File: config.mk
export PLATFORM = sky130hd
export DESIGN_NAME = uart_rx_oversample_sampler
export DESIGN_NICKNAME = d
export VERILOG_FILES = /design/src/rtl/uart_rx_pkg.sv /design/src/rtl/uart_rx_input_sync.sv /design/src/rtl/uart_rx_oversample_sampler.sv
export SDC_FILE = /design/constraint.sdc
export NUM_CORES = 1
export LEC_CHECK = 0
export BUFFER_PORTS_ARGS = -buffer_cell sky130_fd_sc_hd__buf_2
export CORE_AREA = 2 2 54 56
export CTS_BUF_LIST = sky130_fd_sc_hd__clkbuf_4
export DETAILED_ROUTE_END_ITERATION = 10
export DIE_AREA = 0 0 56 58
export GPL_ROUTABILITY_DRIVEN = 0
export PLACE_DENSITY = 0.79
export SLEW_MARGIN = 10
export SYNTH_ARGS = -nofsm -noshare
export SYNTH_HDL_FRONTEND = slang
export SYNTH_SLANG_ARGS = --single-unit
File: constraint.sdc
create_clock -name UCLK -period 2.8 [get_ports UCLK]
set_clock_uncertainty 0.05 [all_clocks]
set_input_delay 0.28 -clock UCLK [delete_from_list [all_inputs] [get_ports UCLK]]
set_output_delay 0.28 -clock UCLK [all_outputs]
set_load 0.02 [all_outputs]
File: src/rtl/uart_rx_pkg.sv
// uart_rx_pkg: shared defaults and helpers for the UART receive sampler.
package uart_rx_pkg;
    localparam int PRESCALE_W_DEF = 6;
    localparam int NUM_SAMPLES_DEF = 3;
    localparam logic RX_IDLE = 1'b1;
    function automatic int maj_threshold(input int n);
        return n / 2;
    endfunction
endpackage

File: src/rtl/uart_rx_input_sync.sv
// uart_rx_input_sync: multi-stage synchroniser for the raw RX line, idling high.
module uart_rx_input_sync
    import uart_rx_pkg::*;
#(
    parameter int SYNC_STAGES = 2
) (
    input  logic UCLK,
    input  logic reset,
    input  logic serial_data_in,
    output logic rx_s
);
    logic [SYNC_STAGES-1:0] sync_q;
    always_ff @(posedge UCLK) begin
        if (reset) sync_q <= {SYNC_STAGES{RX_IDLE}};
        else sync_q <= {sync_q[SYNC_STAGES-2:0], serial_data_in};
    end
    assign rx_s = sync_q[SYNC_STAGES-1];
endmodule

File: src/rtl/uart_rx_oversample_sampler.sv
// uart_rx_oversample_sampler: oversampling edge counter with centred
// majority-vote bit sampling, noise detection and prescale sanity checking.
module uart_rx_oversample_sampler
    import uart_rx_pkg::*;
#(
    parameter int PRESCALE_W  = PRESCALE_W_DEF,
    parameter int NUM_SAMPLES = NUM_SAMPLES_DEF,
    parameter int SYNC_STAGES = 2
) (
    input  logic                  UCLK,
    input  logic                  reset,
    input  logic                  serial_data_in,
    input  logic [PRESCALE_W-1:0] prescale,
    input  logic                  enable,
    input  logic                  bit_start,
    output logic                  sampled_bit,
    output logic                  sample_valid,
    output logic                  noise_err,
    output logic                  bit_tick,
    output logic [PRESCALE_W-1:0] edge_count,
    output logic                  cfg_err
);
    localparam int CW = PRESCALE_W + 1;
    localparam int NW = $clog2(NUM_SAMPLES + 1);
    localparam logic [CW-1:0] MIN_PRESCALE = CW'(NUM_SAMPLES + 1);
    localparam logic [NW-1:0] THRESH = NW'(maj_threshold(NUM_SAMPLES));

    logic                   rx_s;
    logic [PRESCALE_W-1:0]  prescale_q;
    logic [NUM_SAMPLES-1:0] samples_q, votes;
    logic [NW-1:0]          sample_cnt_q, ones;
    logic [CW-1:0]          pq_w, ec_w, first, last;
    logic                   cfg_bad, at_end, wrap, latch, capture_ok, in_window, vote_now;

    uart_rx_input_sync #(.SYNC_STAGES(SYNC_STAGES)) u_sync (
        .UCLK          (UCLK),
        .reset         (reset),
        .serial_data_in(serial_data_in),
        .rx_s          (rx_s)
    );

    // Window math is one bit wider than prescale so first/last never wrap.
    assign pq_w       = CW'(prescale_q);
    assign ec_w       = CW'(edge_count);
    assign first      = (pq_w >> 1) - CW'(NUM_SAMPLES / 2);
    assign last       = first + CW'(NUM_SAMPLES - 1);
    assign cfg_bad    = pq_w < MIN_PRESCALE;
    assign at_end     = (prescale_q != '0) && (ec_w == pq_w - CW'(1));
    assign wrap       = enable && !bit_start && at_end;
    assign latch      = (enable && bit_start) || wrap;
    assign bit_tick   = wrap;
    assign capture_ok = enable && !bit_start && !cfg_bad;
    assign in_window  = capture_ok && (ec_w >= first) && (ec_w < last);
    assign vote_now   = capture_ok && (ec_w == last) && (sample_cnt_q == NW'(NUM_SAMPLES - 1));
    // Stored samples plus the live one form the full vote set.
    assign votes      = NUM_SAMPLES'({samples_q, rx_s});

    always_comb begin
        ones = '0;
        for (int i = 0; i < NUM_SAMPLES; i++) ones = ones + NW'(votes[i]);
    end

    always_ff @(posedge UCLK) begin
        if (reset) begin
            edge_count   <= '0;
            samples_q    <= '0;
            sample_cnt_q <= '0;
            prescale_q   <= prescale;
            sampled_bit  <= RX_IDLE;
            sample_valid <= 1'b0;
            noise_err    <= 1'b0;
            cfg_err      <= 1'b0;
        end else begin
            edge_count   <= (!enable || bit_start || prescale_q == '0 || at_end) ? '0 : edge_count + PRESCALE_W'(1);
            samples_q    <= in_window ? votes : '0;
            sample_cnt_q <= in_window ? sample_cnt_q + NW'(1) : '0;
            sample_valid <= vote_now;
            if (vote_now) begin
                sampled_bit <= ones > THRESH;
                noise_err   <= !((&votes) || !(|votes));
            end
            if (latch) begin
                prescale_q <= prescale;
                cfg_err    <= CW'(prescale) < MIN_PRESCALE;
            end
        end
    end
endmodule

==> results of run 1 <==
## synth_stat cells (all sizes together), types with 4 or more instances
cell type	count
ha	17
dfxtp	16
nor2	16
xnor2	13
inv	11
nand2	7
nand3	7
edfxtp	6
nor3	6
xor2	6
buf	4
nand2b	4
## per-layer routing
metal  track usage [%]  wire, um  up-vias
met5                 0         0        -
met4              8.50        51        0
met3              2.68       122        6
met2              38.8      1700       31
met1              25.5      1330      573
li1                  -         -      598
## critical path, stage by stage (launching register included)
cell and delay, ps:
edfxtp_1 560, buf_4 220, or3b_4 390, or3_1 370
o211ai_2 90, o211ai_2 120, nor2_1 100, buf_2 160
## metrics by stage
step / power (mW) / utilization (%) / TNS (ps) / hold WS, ps
2_1_floorplan: 0.460 / - / 0 / 329
3_3_place_gp: 0.486 / 61.0 / 0 / 346
3_5_place_dp: 0.492 / 61.0 / 0 / 356
4_1_cts: 0.730 / 63.0 / 0 / 84.8
5_1_grt: 0.763 / 64.1 / -43.6 / 86.5
6_report: 0.733 / 64.1 / 0 / 90.2
## kinds of logic after synthesis
kind of cell,Yosys count
simple gates,62
buf+inv,18
xor+xnor,19
compound gates,19
fa+ha+maj,18
mux,2
flops,22
## final cells by class
| cell class | instances | area [um^2] | area share, % |
|---|---|---|---|
| tap | 31 | 38.8 | 2.27 |
| timing repair buffer | 26 | 143 | 8.36 |
| clock buffer | 3 | 22.5 | 1.32 |
| inverter | 11 | 41.3 | 2.42 |
| multi-input combinational | 120 | 930 | 54.5 |
| sequential | 22 | 500 | 29.3 |
| clock inverter | 1 | 30.0 | 1.76 |
## flip-flops by register name, indices dropped and copies added (netlist names)
signal and flops:
u_sync.sync_q 2, noise_err 1, sampled_bit 1, sample_valid 1
cfg_err 1, samples_q 2, prescale_q 6, sample_cnt_q 2
edge_count 6
## power groups by stage
stage | Clock (mW) | Combinational, mW | Sequential (mW)
floorplan | 0 | 0.109 | 0.351
global placement | 0 | 0.127 | 0.359
detailed placement | 0 | 0.133 | 0.359
CTS | 0.243 | 0.135 | 0.352
global route | 0.251 | 0.158 | 0.353
finish | 0.240 | 0.141 | 0.352
## what timing repair did
| action | 4_1_cts | 5_1_grt |
|---|---|---|
| setup endpoints to repair | 0 | 13 |
| hold buffers | 0 | 0 |
| buffers inserted | 0 | 2 |
| resized for setup | 0 | 4 |
## how the worst min path moves through the flow
stage | slack [ps] | endpoint | startpoint
2_1_floorplan | 330 | prescale_q[0] | prescale[0]
3_3_place_gp | 350 | u_sync.sync_q[1] | u_sync.sync_q[0]
3_5_place_dp | 360 | u_sync.sync_q[1] | u_sync.sync_q[0]
4_1_cts | 80 | prescale_q[0] | prescale[0]
5_1_grt | 90 | prescale_q[1] | prescale[1]
6_report | 90 | u_sync.sync_q[0] | serial_data_in
==> flow_metrics.env, run 1 <==
export IMPL_crit_path_start="prescale_q[3]"
export IMPL_fill_cells=227
export IMPL_via_per_inst=5.64
export IMPL_antenna_found_initial=0
export IMPL_synth_seq_area_share_pct=33.4
export IMPL_swShare_pct=25.3
export IMPL_finalSetupViolCount=0
export IMPL_port_buffers=21
export IMPL_pre_cts_ws_ps=131
export IMPL_vias=1208
export IMPL_die_h_um=58
export IMPL_min_period_ps=2650
export IMPL_leakage_nw=0.723
export IMPL_max_freq_mhz=377
export IMPL_antenna_left=0
export IMPL_reg2reg_to="prescale_q[3]"
export IMPL_critical_path_startpoint_type="register"
export IMPL_r2r_start="prescale_q[3]"
export IMPL_endpoint_kind="output pin"
export IMPL_synth_xor_area_share_pct=11.1
export IMPL_final_common_cell="buf_2"
export IMPL_grt_usage_pct=21.3
export IMPL_avgRoutedWirePerCell_um=15.0
export IMPL_cp_required_ps=2470
export IMPL_cap_violations=0
export IMPL_yosys_warnings=0
export IMPL_hpwl_um=2380
export IMPL_initial_core_util_pct=56.3
export IMPL_netlist_instances=160
export IMPL_cts_tree="done"
export IMPL_fin_crit_sh_pct=94.8
export IMPL_switching_power_mw=0.186
export IMPL_ioPinCount=22
export IMPL_cts_sinks=22
export IMPL_synth_seq_cells=22
export IMPL_ys_async_sr_fraction_pct=0
export IMPL_synth_compound_area_share_pct=10.1
export IMPL_synth_edff_count=6
export IMPL_grt_pass1_vias=1275
export IMPL_drive_gt1_share_pct=24.0
export IMPL_rsz0062_at_grt="yes"
export IMPL_synth_area_leaders="dfxtp_1 (21%), ha_1 (14%), edfxtp_1 (12%)"
export IMPL_syn_nets=188
export IMPL_path_class="register to output pin"
export IMPL_yosys_area_share_adder_pct=14.9
export IMPL_timing_final_hold_violations=0
export IMPL_p_per_area_nw_per_um2=430
export IMPL_syn_area_um2=1500
export IMPL_crit_path_end="bit_tick"
export IMPL_synth_flop_cell="dfxtp_1"
export IMPL_critPathMaxFanout=9
export IMPL_worstMarginPinSlew_ps=838
export IMPL_power_frac_comb_pct=19.2
export IMPL_arrival_ps=2320
export IMPL_clk_pin_slew_ps=120
export IMPL_dpl_cell_count=208
export IMPL_first_iter_violations=20
export IMPL_avgSynthCellArea_um2=9.37
export IMPL_overflow=0
export IMPL_seqPwrFrac_pct=48.0
export IMPL_synth_area_leader_cell="dfxtp_1"
export IMPL_n_antenna_cell=0
export IMPL_r2r_slack_ps=160
export IMPL_relSlewSlack_pct=43.3
export IMPL_synth_area_mux_share_pct=1.34
export IMPL_die_width_um=56
export IMPL_finalWorstSetupSlack_ps=146
export IMPL_synthSimpleGateAreaFrac_pct=23.7
export IMPL_cts_root_buffer="clkbuf_4"
export IMPL_final_cell_mix="buf_2 (21), nor2_1 (16), ha_1 (16), dfxtp_1 (16), xnor2_1 (13)"
export IMPL_clk_path_buf_depth=2
export IMPL_outcome="completed"
export IMPL_stdcell_count=214
export IMPL_synth_top_family_by_area="simple AND/OR/NAND/NOR gates"
export IMPL_fp_dieArea_um2=3250
export IMPL_synth_top_cell_area_share_pct=21.4
export IMPL_cts_buffers=3
export IMPL_finalMaxSlewViolations=0
export IMPL_clk_latency_ps=310
export IMPL_placed_area_um2=1630
export IMPL_nNetsFinal=212
export IMPL_grt_max_degree=14
export IMPL_hold_depth=2
export IMPL_syn2layout_area_growth_pct=13.8
export IMPL_peakVddDrop_v=0.000564
export IMPL_drc=0
export IMPL_rr_worst_depth=7
export IMPL_rows=19
export IMPL_grt_first_pass_wirelength_um=5490
export IMPL_wl_um=3200
export IMPL_clkPwrFrac_pct=32.8
export IMPL_cts_max_level=1
export IMPL_drtPass1Iterations=4
export IMPL_final_area_um2=1710
export IMPL_ys_types=47
export IMPL_core_um2=2660
export IMPL_hold_path_class="primary input to register"
export IMPL_p_int_mw=0.547
No activity file was read; power rests on OpenSTA's default activity.
==> run 2, diff against run 1 <==
--- a/config.mk
+++ b/config.mk
@@ -10,8 +10,8 @@
 export CTS_BUF_LIST = sky130_fd_sc_hd__clkbuf_4
 export DETAILED_ROUTE_END_ITERATION = 10
 export DIE_AREA = 0 0 56 58
-export GPL_ROUTABILITY_DRIVEN = 0
 export PLACE_DENSITY = 0.79
+export RECOVER_POWER = 100
 export SLEW_MARGIN = 10
 export SYNTH_ARGS = -nofsm -noshare
 export SYNTH_HDL_FRONTEND = slang
==> run 2 against run 1 <==
  * Sequential share of layout area is 0.28 points higher
  * Setup slack better by 3.0 ps
  * Fmax rose by 0.11%
  * Register-to-register slack hardly changed
  * Total power down 0.16%
  * Wire length rose by 0.34%
  * Count of clock-buffer cells in the layout unchanged
  * Non-clock buffer count stayed put
  * Flip-flop and latch count did not move
  * Largest power group unchanged
  * Highest routed layer unchanged
==> flow_metrics.env, run 2 (synthesis gave the netlist of run 1 again) <==
export IMPL_port_buffers=21
export IMPL_fill_cells=230
export IMPL_ioPinCount=22
export IMPL_critPathMaxFanout=9
export IMPL_grt_max_degree=14
export IMPL_grt_pass1_vias=1275
export IMPL_finalSetupViolCount=0
export IMPL_via_per_inst=5.65
export IMPL_clkPwrFrac_pct=32.8
export IMPL_overflow=0
export IMPL_path_class="register to output pin"
export IMPL_final_cell_mix="nor2_1 (16), ha_1 (16), dfxtp_1 (16), xnor2_1 (13), clkbuf_1 (13)"
export IMPL_p_int_mw=0.546
export IMPL_worstMarginPinSlew_ps=853
export IMPL_top_layer="met4"
export IMPL_critical_path_startpoint_type="register"
export IMPL_rows=19
export IMPL_top_regs="edge_count: 6 flops, prescale_q: 6 flops"
export IMPL_cts_buffers=3
export IMPL_tns_ps=0
export IMPL_relSlewSlack_pct=42.3
export IMPL_nNetsFinal=212
export IMPL_arrival_ps=2320
export IMPL_drc=0
export IMPL_min_from="serial_data_in"
export IMPL_min_period_ps=2650
export IMPL_antenna_found_initial=0
export IMPL_peakVddDrop_v=0.000563
export IMPL_clk_pin_slew_ps=120
export IMPL_first_iter_violations=24
export IMPL_leakage_nw=0.676
export IMPL_cts_hold_buf=0
export IMPL_rsz0062_at_grt="yes"
export IMPL_clk_path_buf_depth=2
export IMPL_seqPwrFrac_pct=48.1
export IMPL_wl_um=3210
export IMPL_power_frac_comb_pct=19.1
export IMPL_fp_dieArea_um2=3250
export IMPL_grt_usage_pct=21.3
export IMPL_hold_depth=2
export IMPL_drtPass1Iterations=4
export IMPL_endpoint_kind="output pin"
export IMPL_swShare_pct=25.4
export IMPL_hpwl_um=2380
export IMPL_p_per_area_nw_per_um2=433
export IMPL_rr_worst_depth=12
export IMPL_cp_required_ps=2470
export IMPL_n_antenna_cell=0
export IMPL_cts_tree="done"
export IMPL_vias=1210
export IMPL_die_width_um=56
export IMPL_drive_gt1_share_pct=16.9
export IMPL_cts_root_buffer="clkbuf_4"
export IMPL_core_um2=2660
export IMPL_clk_latency_ps=310
export IMPL_wl_met1_um=1360
export IMPL_die_h_um=58
export IMPL_outcome="completed"
export IMPL_cts_max_level=1
export IMPL_fin_crit_sh_pct=94.7
export IMPL_cts_sinks=22
export IMPL_hold_end="u_sync.sync_q[0]"
export IMPL_grt_first_pass_wirelength_um=5490
export IMPL_switching_power_mw=0.186
export IMPL_syn2layout_area_growth_pct=12.7
export IMPL_r2r_slack_ps=170
export IMPL_hold_path_class="primary input to register"
export IMPL_gp_congestion=0.910
export IMPL_finalMaxSlewViolations=0
export IMPL_max_freq_mhz=377
export IMPL_initial_core_util_pct=56.3
export IMPL_avgRoutedWirePerCell_um=15.0
export IMPL_routed_wl_met3_um=132
export IMPL_wl_met2_um=1670
export IMPL_antenna_left=0
export IMPL_reg2reg_to="samples_q[0]"
export IMPL_cap_violations=0
export IMPL_r2r_start="prescale_q[1]"
export IMPL_timing_final_hold_violations=0
export IMPL_final_util_pct=63.4
==> run 2: cell types whose count changed in the layout (fill, tap and decap cells not counted) <==
cell / before / now
clkbuf_1: 0 / 13
buf_2: 21 / 8
==> run 2: power by group through the flow <==
stage / combinational, mW / sequential [mW] / clock [mW]
final: 0.140 / 0.352 / 0.240
after floorplan: 0.109 / 0.351 / 0
after global placement: 0.127 / 0.359 / 0
after CTS: 0.135 / 0.352 / 0.243
after global routing: 0.157 / 0.353 / 0.251
after detailed placement: 0.133 / 0.359 / 0
==> run 2: area by class of cell <==
class                           count  area (um^2)  share of cell area, %
Multi-Input combinational cell    120          930                   55.0
Inverter                           11         41.3                   2.44
Clock inverter                      1         30.0                   1.78
Timing Repair Buffer               26          126                   7.48
Sequential cell                    22          500                   29.6
Tap cell                           31         38.8                   2.30
Clock buffer                        3         22.5                   1.33
==> run 2: worst max-delay path by stage <==
| stage | start | to | slack [ps] | depth (start not counted) |
|---|---|---|---|---|
| after floorplan | prescale_q[1] | noise_err | 250 | 12 |
| after global placement | prescale_q[1] | prescale_q[1] | 180 | 8 |
| after detailed placement | prescale_q[1] | prescale_q[1] | 130 | 8 |
| after CTS | prescale_q[1] | bit_tick | 100 | 8 |
| after global routing | prescale_q[1] | sampled_bit | -40 | 14 |
| final | prescale_q[3] | bit_tick | 150 | 7 |
==> run 2: metal layers <==
layer  track usage (%)  vias up
met3              2.68        6
met2              38.8       32
li1                  -      599
met1              25.5      573
met4              8.50        0
met5                 0        -
==> run 2: timing repair <==
item	4_1_cts	5_1_grt
resized for setup	0	4
hold endpoints to repair	0	0
buffers inserted	0	2
endpoints found under the setup margin	0	13
==> run 2: metrics by stage <==
stage	total power, mW	setup slack, ps	hold WS, ps	area, um^2	cells
after floorplan	0.460	248	329	1500	160
after global placement	0.486	175	346	1630	208
after detailed placement	0.492	131	356	1630	208
after CTS	0.730	98.5	84.8	1680	212
after global routing	0.762	-43.6	86.5	1690	214
final	0.732	149	91.1	1690	214
==> run 2: critical path: stages (launching register included) <==
cell and delay [ps]:
edfxtp_1 560, buf_4 220, or3b_4 390, or3_1 370, o211ai_2 90, o211ai_2 130
nor2_1 100, buf_2 160
==> run 3, diff against run 2 <==
==> constraint.sdc (replaced) <==
create_clock -name UCLK -period 2.8 [get_ports UCLK]
set_clock_uncertainty 0.05 [all_clocks]
set_input_delay 0.28 -clock UCLK [delete_from_list [all_inputs] [get_ports UCLK]]
set_output_delay 0.28 -clock UCLK [all_outputs]
set_load 0.005 [all_outputs]
==> run 3 against run 2 <==
  * Count of clock-buffer cells in the layout is the same
  * Die area is the same
  * Total power is essentially flat
  * Largest cell class unchanged
  * Critical path type is now register to register
==> flow_metrics.env, run 3 (synthesis gave the netlist of run 1 again) <==
export IMPL_endpoint_kind="register"
export IMPL_n_antenna_cell=0
export IMPL_vias=1211
export IMPL_drive_gt1_share_pct=19.7
export IMPL_cts_hold_buf=0
export IMPL_finalWorstSetupSlack_ps=164
export IMPL_syn2layout_area_growth_pct=13.1
export IMPL_rr_worst_depth=12
export IMPL_met3_usage_pct=2.68
export IMPL_cts_root_buffer="clkbuf_4"
export IMPL_cp_slowest_stage_delay_ps=420
export IMPL_die_width_um=56
export IMPL_initial_core_util_pct=56.3
export IMPL_r2r_slack_ps=160
export IMPL_hold_depth=2
export IMPL_hold_ws_ps=89.7
export IMPL_peakVddDrop_v=0.000563
export IMPL_fp_dieArea_um2=3250
export IMPL_worstMarginPinSlew_ps=853
export IMPL_nNetsFinal=212
export IMPL_gp_congestion=0.910
export IMPL_use_met2_pct=38.8
export IMPL_finalMaxSlewViolations=0
export IMPL_rsz0062_at_grt="yes"
export IMPL_drtPass1Iterations=4
export IMPL_pre_cts_ws_ps=131
export IMPL_crit_chain="inv_2 -> ha_2 -> xnor2_1 -> inv_1 -> ha_1 -> inv_1 -> ha_1 -> o21a_1 -> o21a_1 -> o211ai_1 -> and4_1 -> and2_1"
export IMPL_critical_path_startpoint_type="register"
export IMPL_overflow=0
export IMPL_critPathMaxFanout=5
export IMPL_hold_path_class="primary input to register"
export IMPL_first_iter_violations=27
export IMPL_final_cell_mix="nor2_1 (16), ha_1 (16), dfxtp_1 (16), xnor2_1 (13), buf_2 (13)"
export IMPL_clk_path_buf_depth=2
export IMPL_antenna_left=0
export IMPL_cts_max_level=1
export IMPL_cts_tree="done"
export IMPL_timing_final_hold_violations=0
export IMPL_slowest_stage="edfxtp_1"
export IMPL_grt_first_pass_wirelength_um=5490
export IMPL_cp_required_ps=3020
export IMPL_antenna_found_initial=0
export IMPL_min_period_ps=2640
export IMPL_cap_violations=0
export IMPL_arrival_ps=2850
export IMPL_ioPinCount=22
export IMPL_die_h_um=58
export IMPL_clk_pin_slew_ps=120
export IMPL_rows=19
export IMPL_reg2reg_to="samples_q[0]"
export IMPL_outcome="completed"
export IMPL_dpl_cell_count=208
export IMPL_relSlewSlack_pct=42.2
export IMPL_path_class="register to register"
export IMPL_grt_max_degree=14
export IMPL_wl_um=3220
export IMPL_p_per_area_nw_per_um2=432
export IMPL_grt_usage_pct=21.3
export IMPL_hold_end="u_sync.sync_q[0]"
export IMPL_cts_buffers=3
export IMPL_stdcell_count=214
export IMPL_port_buffers=21
export IMPL_max_freq_mhz=379
export IMPL_drc=0
export IMPL_min_from="serial_data_in"
export IMPL_top_usage_layer="met2"
export IMPL_use_met1_pct=25.5
export IMPL_cpLargestDelayFamily="adder cells"
export IMPL_cts_sinks=22
export IMPL_leakage_nw=0.694
export IMPL_top_regs="edge_count: 6 flops, prescale_q: 6 flops"
export IMPL_via_per_inst=5.66
export IMPL_clk_latency_ps=310
export IMPL_finalSetupViolCount=0
export IMPL_fin_crit_sh_pct=94.2
export IMPL_grt_pass1_vias=1275
export IMPL_path_buf_inv=3
export IMPL_core_um2=2660
export IMPL_r2r_start="prescale_q[1]"
export IMPL_hpwl_um=2380
export IMPL_avgRoutedWirePerCell_um=15.0
run 3: changes by cell type in the layout (fill, tap and decap cells not counted), sizes merged:
cell,delta
buf,+5
clkbuf,-5
run 3: layer usage:
metal  part of all wire (%)  vias up
met5                      0        -
met4                    1.6        0
met3                    3.9        6
met2                     52       37
met1                     43      569
li1                       -      599
run 3: repair_timing:
item,4_1_cts,5_1_grt
buffers inserted,0,2
endpoints found under the setup margin,0,13
gates resized for setup,0,4
run 3: worst max-delay path by stage:
stage / startpoint / to / slack [ps] / cells past startpoint
after floorplan: prescale_q[1] / noise_err / 250 / 12
after global placement: prescale_q[1] / prescale_q[1] / 180 / 8
after detailed placement: prescale_q[1] / prescale_q[1] / 130 / 8
after CTS: prescale_q[1] / samples_q[0] / 100 / 12
after global routing: prescale_q[1] / sampled_bit / -40 / 14
final: prescale_q[1] / samples_q[0] / 160 / 12
run 3: report_power, final:
part | leakage, nW | total, mW | switching (mW) | internal [mW]
clock network | 0.0279 | 0.241 | 0.0958 | 0.145
registers | 0.189 | 0.352 | 0.0154 | 0.337
logic | 0.477 | 0.139 | 0.0740 | 0.0650
total | 0.694 | 0.732 | 0.185 | 0.546
run 3: worst register-to-register path, stage by stage (launching register included):
cell and delay, ps:
edfxtp_1 420, inv_2 120, ha_2 220, xnor2_1 180, inv_1 80, ha_1 280
inv_1 40, ha_1 290, o21a_1 120, o21a_1 170, o211ai_1 270, and4_1 250
and2_1 130
run 3: final cells by class:
type	count	area [um^2]
fillers	227	967
multi-input cells	120	930
flip-flops and latches	22	500
repair buffers	26	133
inverters	11	41.3
well taps	31	38.8
clock inverters	1	30.0
clock buffers	3	22.5
run 3: per-stage QoR:
stage	power (mW)	util, %	instance area [um^2]	TNS (ps)
finish	0.732	63.7	1700	0
global placement	0.484	61.0	1630	0
floorplan	0.459	-	1500	0
detailed placement	0.491	61.0	1630	0
CTS	0.729	63.0	1680	0
global route	0.761	63.7	1700	-43.6
